$ cat src/rtl/affine_pkg.sv
// Shared widths, width-derivation helpers, FSM state encoding and saturation
// helper for the affine datapath and its inverse solver.
package affine_pkg;

  localparam int WLX_DEF = 8;
  localparam int WLA_DEF = 3;
  localparam int WLB_DEF = 4;
  localparam int WLC_DEF = 5;

  function automatic int calc_wlregm(input int wlx, input int wla);
    return wlx + wla;
  endfunction

  function automatic int calc_wlrega(input int wlregm, input int wlb);
    return ((wlregm > wlb) ? wlregm : wlb) + 1;
  endfunction

  function automatic int calc_wly(input int wlrega, input int wlc);
    return wlrega + wlc;
  endfunction

  typedef enum logic [2:0] {
    S_IDLE  = 3'd0,
    S_LOAD  = 3'd1,
    S_DIV_C = 3'd2,
    S_SUB_B = 3'd3,
    S_DIV_A = 3'd4,
    S_DONE  = 3'd5
  } state_e;

  // Clamp v to the signed range of a w-bit number; caller truncates to w bits.
  function automatic logic signed [31:0] sat_signed(input logic signed [31:0] v,
                                                    input int w);
    logic signed [31:0] hi;
    logic signed [31:0] lo;
    hi = (32'sd1 <<< (w - 1)) - 32'sd1;
    lo = -(32'sd1 <<< (w - 1));
    if (v > hi) return hi;
    else if (v < lo) return lo;
    else return v;
  endfunction

endpackage

$ cat src/rtl/seq_sdiv.sv
// Restoring radix-2 signed divider: quotient truncates toward zero and the
// remainder carries the dividend's sign. done pulses W+1 cycles after start.
module seq_sdiv #(
  parameter int W = 19
) (
  input  logic                CLK,
  input  logic                RST,
  input  logic                start,
  input  logic signed [W-1:0] dividend,
  input  logic signed [W-1:0] divisor,
  output logic                busy,
  output logic                done,
  output logic signed [W-1:0] quot,
  output logic signed [W-1:0] rem
);

  localparam int CW = $clog2(W + 1);

  logic [CW-1:0] cnt_q, cnt_d;
  logic          busy_q, busy_d;
  logic [W-1:0]  quo_q, quo_d;
  logic [W-1:0]  rem_q, rem_d;
  logic [W-1:0]  dvs_q, dvs_d;
  logic          qneg_q, qneg_d;
  logic          rneg_q, rneg_d;
  logic [W:0]    trial;

  always_comb begin
    cnt_d  = cnt_q;
    busy_d = busy_q;
    quo_d  = quo_q;
    rem_d  = rem_q;
    dvs_d  = dvs_q;
    qneg_d = qneg_q;
    rneg_d = rneg_q;
    trial  = {rem_q, quo_q[W-1]};
    done   = busy_q && (cnt_q == '0);
    if (start) begin
      busy_d = 1'b1;
      cnt_d  = CW'(W);
      rem_d  = '0;
      quo_d  = dividend[W-1] ? $unsigned(-dividend) : $unsigned(dividend);
      dvs_d  = divisor[W-1] ? $unsigned(-divisor) : $unsigned(divisor);
      qneg_d = dividend[W-1] ^ divisor[W-1];
      rneg_d = dividend[W-1];
    end else if (busy_q) begin
      if (cnt_q == '0) begin
        busy_d = 1'b0;
      end else begin
        cnt_d = cnt_q - CW'(1);
        if (trial >= {1'b0, dvs_q}) begin
          rem_d = W'(trial - {1'b0, dvs_q});
          quo_d = {quo_q[W-2:0], 1'b1};
        end else begin
          rem_d = trial[W-1:0];
          quo_d = {quo_q[W-2:0], 1'b0};
        end
      end
    end
  end

  always_ff @(posedge CLK) begin
    if (!RST) busy_q <= 1'b0;
    else      busy_q <= busy_d;
    cnt_q  <= cnt_d;
    quo_q  <= quo_d;
    rem_q  <= rem_d;
    dvs_q  <= dvs_d;
    qneg_q <= qneg_d;
    rneg_q <= rneg_d;
  end

  assign busy = busy_q;
  assign quot = qneg_q ? -$signed(quo_q) : $signed(quo_q);
  assign rem  = rneg_q ? -$signed(rem_q) : $signed(rem_q);

endmodule

$ cat src/rtl/affine_inverse_solver.sv
// Recovers x = ((y / c) - b) / a from a forward affine result using one shared
// iterative signed divider; one transaction at a time, valid/ready on both sides.
module affine_inverse_solver
  import affine_pkg::*;
#(
  parameter  int WLx    = WLX_DEF,
  parameter  int WLa    = WLA_DEF,
  parameter  int WLb    = WLB_DEF,
  parameter  int WLc    = WLC_DEF,
  localparam int WLregm = calc_wlregm(WLx, WLa),
  localparam int WLrega = calc_wlrega(WLregm, WLb),
  localparam int WLy    = calc_wly(WLrega, WLc),
  localparam int WLd    = WLy + 2
) (
  input  logic                  CLK,
  input  logic                  RST,
  input  logic                  in_valid,
  output logic                  in_ready,
  input  logic signed [WLy-1:0] y,
  input  logic signed [WLa-1:0] a,
  input  logic signed [WLb-1:0] b,
  input  logic signed [WLc-1:0] c,
  output logic                  out_valid,
  input  logic                  out_ready,
  output logic signed [WLx-1:0] x,
  output logic                  exact,
  output logic                  ovf,
  output logic                  dz
);

  state_e                state_q, state_d;
  logic signed [WLd-1:0] y_q, y_d, a_q, a_d, b_q, b_d, c_q, c_d;
  logic signed [WLd-1:0] q1_q, q1_d;
  logic                  r1z_q, r1z_d;
  logic signed [WLx-1:0] x_q, x_d;
  logic                  exact_q, exact_d, ovf_q, ovf_d, dz_q, dz_d;

  logic                  div_start, div_busy, div_done;
  logic signed [WLd-1:0] div_dividend, div_divisor, div_quot, div_rem;
  logic signed [31:0]    q2_wide, q2_sat;

  seq_sdiv #(.W(WLd)) u_div (
    .CLK      (CLK),
    .RST      (RST),
    .start    (div_start),
    .dividend (div_dividend),
    .divisor  (div_divisor),
    .busy     (div_busy),
    .done     (div_done),
    .quot     (div_quot),
    .rem      (div_rem)
  );

  assign in_ready  = RST && (state_q == S_IDLE);
  assign out_valid = (state_q == S_DONE);
  assign q2_wide   = 32'(div_quot);
  assign q2_sat    = sat_signed(q2_wide, WLx);

  always_comb begin
    state_d      = state_q;
    y_d          = y_q;
    a_d          = a_q;
    b_d          = b_q;
    c_d          = c_q;
    q1_d         = q1_q;
    r1z_d        = r1z_q;
    x_d          = x_q;
    exact_d      = exact_q;
    ovf_d        = ovf_q;
    dz_d         = dz_q;
    div_start    = 1'b0;
    div_dividend = y_q;
    div_divisor  = c_q;
    unique case (state_q)
      S_IDLE: begin
        if (in_valid) begin
          y_d = WLd'(y);
          a_d = WLd'(a);
          b_d = WLd'(b);
          c_d = WLd'(c);
          // A zero divisor skips both divisions and reports straight away.
          if (a == '0 || c == '0) begin
            x_d     = '0;
            exact_d = 1'b0;
            ovf_d   = 1'b0;
            dz_d    = 1'b1;
            state_d = S_DONE;
          end else begin
            state_d = S_LOAD;
          end
        end
      end
      S_LOAD: begin
        div_start    = !div_busy;
        div_dividend = y_q;
        div_divisor  = c_q;
        state_d      = S_DIV_C;
      end
      S_DIV_C: begin
        if (div_done) begin
          q1_d    = div_quot;
          r1z_d   = (div_rem == '0);
          state_d = S_SUB_B;
        end
      end
      S_SUB_B: begin
        div_start    = !div_busy;
        div_dividend = q1_q - b_q;
        div_divisor  = a_q;
        state_d      = S_DIV_A;
      end
      S_DIV_A: begin
        if (div_done) begin
          x_d     = WLx'(q2_sat);
          ovf_d   = (q2_sat != q2_wide);
          exact_d = r1z_q && (div_rem == '0) && (q2_sat == q2_wide);
          dz_d    = 1'b0;
          state_d = S_DONE;
        end
      end
      S_DONE: begin
        if (out_ready) state_d = S_IDLE;
      end
      default: state_d = S_IDLE;
    endcase
  end

  always_ff @(posedge CLK) begin
    if (!RST) begin
      state_q <= S_IDLE;
      x_q     <= '0;
      exact_q <= 1'b0;
      ovf_q   <= 1'b0;
      dz_q    <= 1'b0;
    end else begin
      state_q <= state_d;
      x_q     <= x_d;
      exact_q <= exact_d;
      ovf_q   <= ovf_d;
      dz_q    <= dz_d;
    end
    y_q   <= y_d;
    a_q   <= a_d;
    b_q   <= b_d;
    c_q   <= c_d;
    q1_q  <= q1_d;
    r1z_q <= r1z_d;
  end

  assign x     = x_q;
  assign exact = exact_q;
  assign ovf   = ovf_q;
  assign dz    = dz_q;

endmodule

$ cat config.mk
export PLATFORM = sky130hd
export DESIGN_NAME = affine_inverse_solver
export DESIGN_NICKNAME = d
export VERILOG_FILES = /design/src/rtl/affine_pkg.sv /design/src/rtl/seq_sdiv.sv /design/src/rtl/affine_inverse_solver.sv
export SDC_FILE = /design/constraint.sdc
export NUM_CORES = 1
export LEC_CHECK = 0
export CELL_PAD_IN_SITES_DETAIL_PLACEMENT = 1
export CELL_PAD_IN_SITES_GLOBAL_PLACEMENT = 1
export CORE_UTILIZATION = 29
export DETAILED_ROUTE_END_ITERATION = 10
export PLACE_DENSITY_LB_ADDON = 0.1
export RECOVER_POWER = 50
export SLEW_MARGIN = 5
export SYNTH_ARGS = -nofsm -noshare
export SYNTH_HDL_FRONTEND = slang
export SYNTH_HIERARCHICAL = 1
export SYNTH_SLANG_ARGS = --single-unit
$ cat constraint.sdc
create_clock -name CLK -period 10.8 [get_ports CLK]
set_input_delay 3.24 -clock CLK [delete_from_list [all_inputs] [get_ports CLK]]
set_output_delay 3.24 -clock CLK [all_outputs]
set_load 0.05 [all_outputs]
==> results.cfg <==
[setup_path]
critPathLaunchType = input port
cp_top_family = buffers and inverters
path_max_fanout = 16
critical_path_buf_inv_count = 2
crit_cells = 3
r2r-end = u_div/quo_q[17]$_DFFE_PP_
crit_start = RST
cp_common_cell = clkdlybuf4s50_1
end_kind = output pin
crit_path_max_incr_delay_ns = 0.80
crit_path_end = in_ready
rrSetupSlack_ns = 5.60
crit_chain = clkdlybuf4s50_1 > and2_1 > clkdlybuf4s50_1
critPathKind = in2out
cp_data_arrival_time_ns = 4.99
required_ns = 7.56
crit-reg2reg-launch = state_q[2]$_SDFFE_PN0P_
slowest_stage = clkdlybuf4s50_1
reg2regPathDepth = 9

[placed_design]
gp_congestion = 0.7735
place_hpwl_mm = 18.16
place_ws_ns = 2.530
io_buffers = 45
placed_area_um2 = 9450

[floorplanning]
initial_utilization = 0.2977
chipHeight_um = 174.6
dieArea_um2 = 30470
num_rows = 62
die_w_um = 174.6
io_pins = 46
coreArea_um2 = 29010

[clocking]
cts.repair_timing.setup_buffer_count = 0
post_cts_resized = 0
cts_max_level = 4
cts-buffers-inserted = 17
clk_path_buf_depth = 2
postCtsHoldBufs = 0
clk_pin_slew_ns = 0.06
clkSinkCount = 128
worstSkewPairLatency_ns = 0.43
root_buffer = clkbuf_16
cts_tree = done

[timing]
post-route-min-period_ns = 8.232
fin_ws_ns = 2.568
fin_crit_sh = 0.7622
worst_slew_pin_slew_ns = 2.892
clock_skew_ns = 0.02312
hold_viol = 0
clock.fmax_mhz = 121.5
setup_viol = 0
max-slew-margin-rel = -0.9278
slew_violations = 108
rsz0062_at_grt = no
setup_tns_ns = 0

[outcome]
status = complete, but fails checks
violations = max-capacitance violations, max-slew violations

[logic_synthesis]
synth_cells = 942
synth_ff_type = edfxtp_1
synth_enable_flop_cells = 89
seq_area_frac_synth = 0.3999
synth_area_um2 = 8636
synth-async-reset-ratio = 0
postSynthRegisterBits = 128
synth.distinct_cells = 74
synth_area_per_cell_um2 = 9.167
synth_nets = 1020
ys_warn_count = 6

[power]
p_leak_nw = 3.597
peakVddDrop_uv = 115.9
p_per_area_nw_per_um2 = 295.5

[detailed_routing]
drt-vias-per-instance = 5.056
via_count = 6922
antenna_left = 0
drcViolationCount = 0
drt_iter0_markers = 328
wire_per_inst_um = 17.72
first_pass_iters = 4
drt-total-wl_mm = 24.25

[grt]
grt_pass1_vias = 6960
grt.total_usage = 0.1655
antenna_found_initial = 0
grt_max_degree = 62
grt_overflow_total = 0
grt_pass1_wl_mm = 39.34

[run]
maxCapViolations = 2

[cells_and_area]
num_antenna_cells = 0
syn2layout_area_growth_pct = 15.98
fillers = 3367
fin_area_um2 = 10020
drive_above_1_share = 0.04670
final_util = 0.3452
finalNetCount = 1050

[worst_hold_path]
hold_path_class = reg2reg
-- Yosys cell counts, types with 5 or more instances --
master    instances  share of area
nand2_1         108          0.047
edfxtp_1         89           0.31
o21ai_0          59          0.034
xnor2_1          56          0.057
a21oi_1          50          0.029
nor2_1           50          0.022
inv_1            47          0.020
ha_1             43          0.062
dfxtp_1          39          0.090
xor2_1           31          0.031
nand3_1          29          0.017
o31ai_1          24          0.021
clkbuf_1         23          0.010
nor3_1           19          0.011
nor4_1           18          0.013
o21ai_1          18          0.010
nand2b_1         15          0.011
nor2b_1          15          0.011
o21a_1           14          0.012
or3_1            13         0.0094
buf_2            12         0.0070
a21boi_0         11         0.0096
nor3b_1          11         0.0096
nand4_1          10         0.0072
o211ai_1         10         0.0087
a32oi_1           8         0.0081
o41ai_1           8         0.0081
or4_1             8         0.0070
a211oi_1          7         0.0061
and3_1            7         0.0051
nand3b_1          7         0.0061
a21o_1            6         0.0052
mux2i_1           6         0.0070
a211o_1           5         0.0051
-- cells by family (layout without fill, tap and decap cells) --
family	after synthesis	in the layout	share of synthesized area
and+or+nand+nor	329	329	0.1939
adders and majority gates	45	45	0.06694
DFF	128	128	0.3999
xor gates and xnor gates	87	87	0.08824
AOI/OAI and AO/OA	258	258	0.1998
muxes	8	8	0.009563
buffers and inverters	87	130	0.04173
-- stage by stage --
stage	cells	power [mW]	hold slack (ns)
finish	1369	2.960	0.4671
detailed placement	1337	2.394	0.4622
floorplan	942	1.987	0.4459
CTS	1369	3.008	0.4693
global route	1369	3.214	0.4868
global placement	1337	2.383	0.4580
-- power breakdown --
group / switching [mW] / internal (mW) / total, mW
Combinational: 0.916 / 0.548 / 1.46
Clock: 0.228 / 0.363 / 0.591
Sequential: 0.148 / 0.756 / 0.904
-- worst min path at each step --
stage                                      from                           to  slack [ns]  cells past startpoint
floorplan           u_div/cnt_q[4]$_SDFFE_PP1P_  u_div/cnt_q[4]$_SDFFE_PP1P_        0.45                      2
global placement              x[2]$_SDFFE_PN0P_            x[2]$_SDFFE_PN0P_        0.46                      2
detailed placement            x[5]$_SDFFE_PN0P_            x[5]$_SDFFE_PN0P_        0.46                      2
CTS                           x[5]$_SDFFE_PN0P_            x[5]$_SDFFE_PN0P_        0.47                      2
global route                    dz$_SDFFE_PN0P_              dz$_SDFFE_PN0P_        0.49                      2
finish                        x[5]$_SDFFE_PN0P_            x[5]$_SDFFE_PN0P_        0.47                      2
-- cell type report --
type	instances	area, µm²	area share
multi-input combinational	727	4825	0.4817
clock buffer	19	432.9	0.04322
inverter	47	176.4	0.01761
tap	384	480.5	0.04797
clock inverter	13	163.9	0.01636
timing repair buffer	51	484.2	0.04834
sequential	128	3453	0.3448
-- routing by layer --
metal | part of all wire | global-route usage | up-vias
li1 | - | - | 3549
met1 | 0.54 | 0.2471 | 3290
met2 | 0.43 | 0.2493 | 73
met3 | 0.023 | 0.02034 | 10
met4 | 0.0074 | 0.04348 | 0
met5 | 0 | 0 | -
-- sequential cells by signal, indices dropped and copies added (netlist names), 3 cells and up --
register,count
c_q,5
a_q,3
u_div/rem_q,19
state_q,3
y_q,17
u_div/dvs_q,19
u_div/quo_q,19
u_div/cnt_q,5
x,8
q1_q,19
b_q,4
-- placed cells by master, fill, tap and decap left out, types with 10 or more instances in the layout --
cell type,n
nand4_1,10
o31ai_1,24
nor2_1,50
a21oi_1,50
o21ai_0,67
nand2b_1,15
nor3_1,19
xor2_1,31
nand2_1,107
or3_1,13
dfxtp_1,39
nand3_1,29
nor2b_1,15
o211ai_1,10
o21a_1,14
a21boi_0,11
nor3b_1,11
clkdlybuf4s50_1,41
clkbuf_16,17
inv_1,47
ha_1,43
nor4_1,18
o21ai_1,10
edfxtp_1,89
xnor2_1,56
-- worst reg2reg max path: stages (launching register included) --
cell      delay (ns)
dfxtp_1         0.63
nand3b_1        0.21
clkbuf_1        1.49
o21ai_0         0.72
or3_1           0.53
nand2b_1        0.26
o41ai_2         0.50
o21ai_1         0.15
xor2_1          0.18
mux2_2          0.27
No activity file was read; power rests on OpenSTA's default activity.
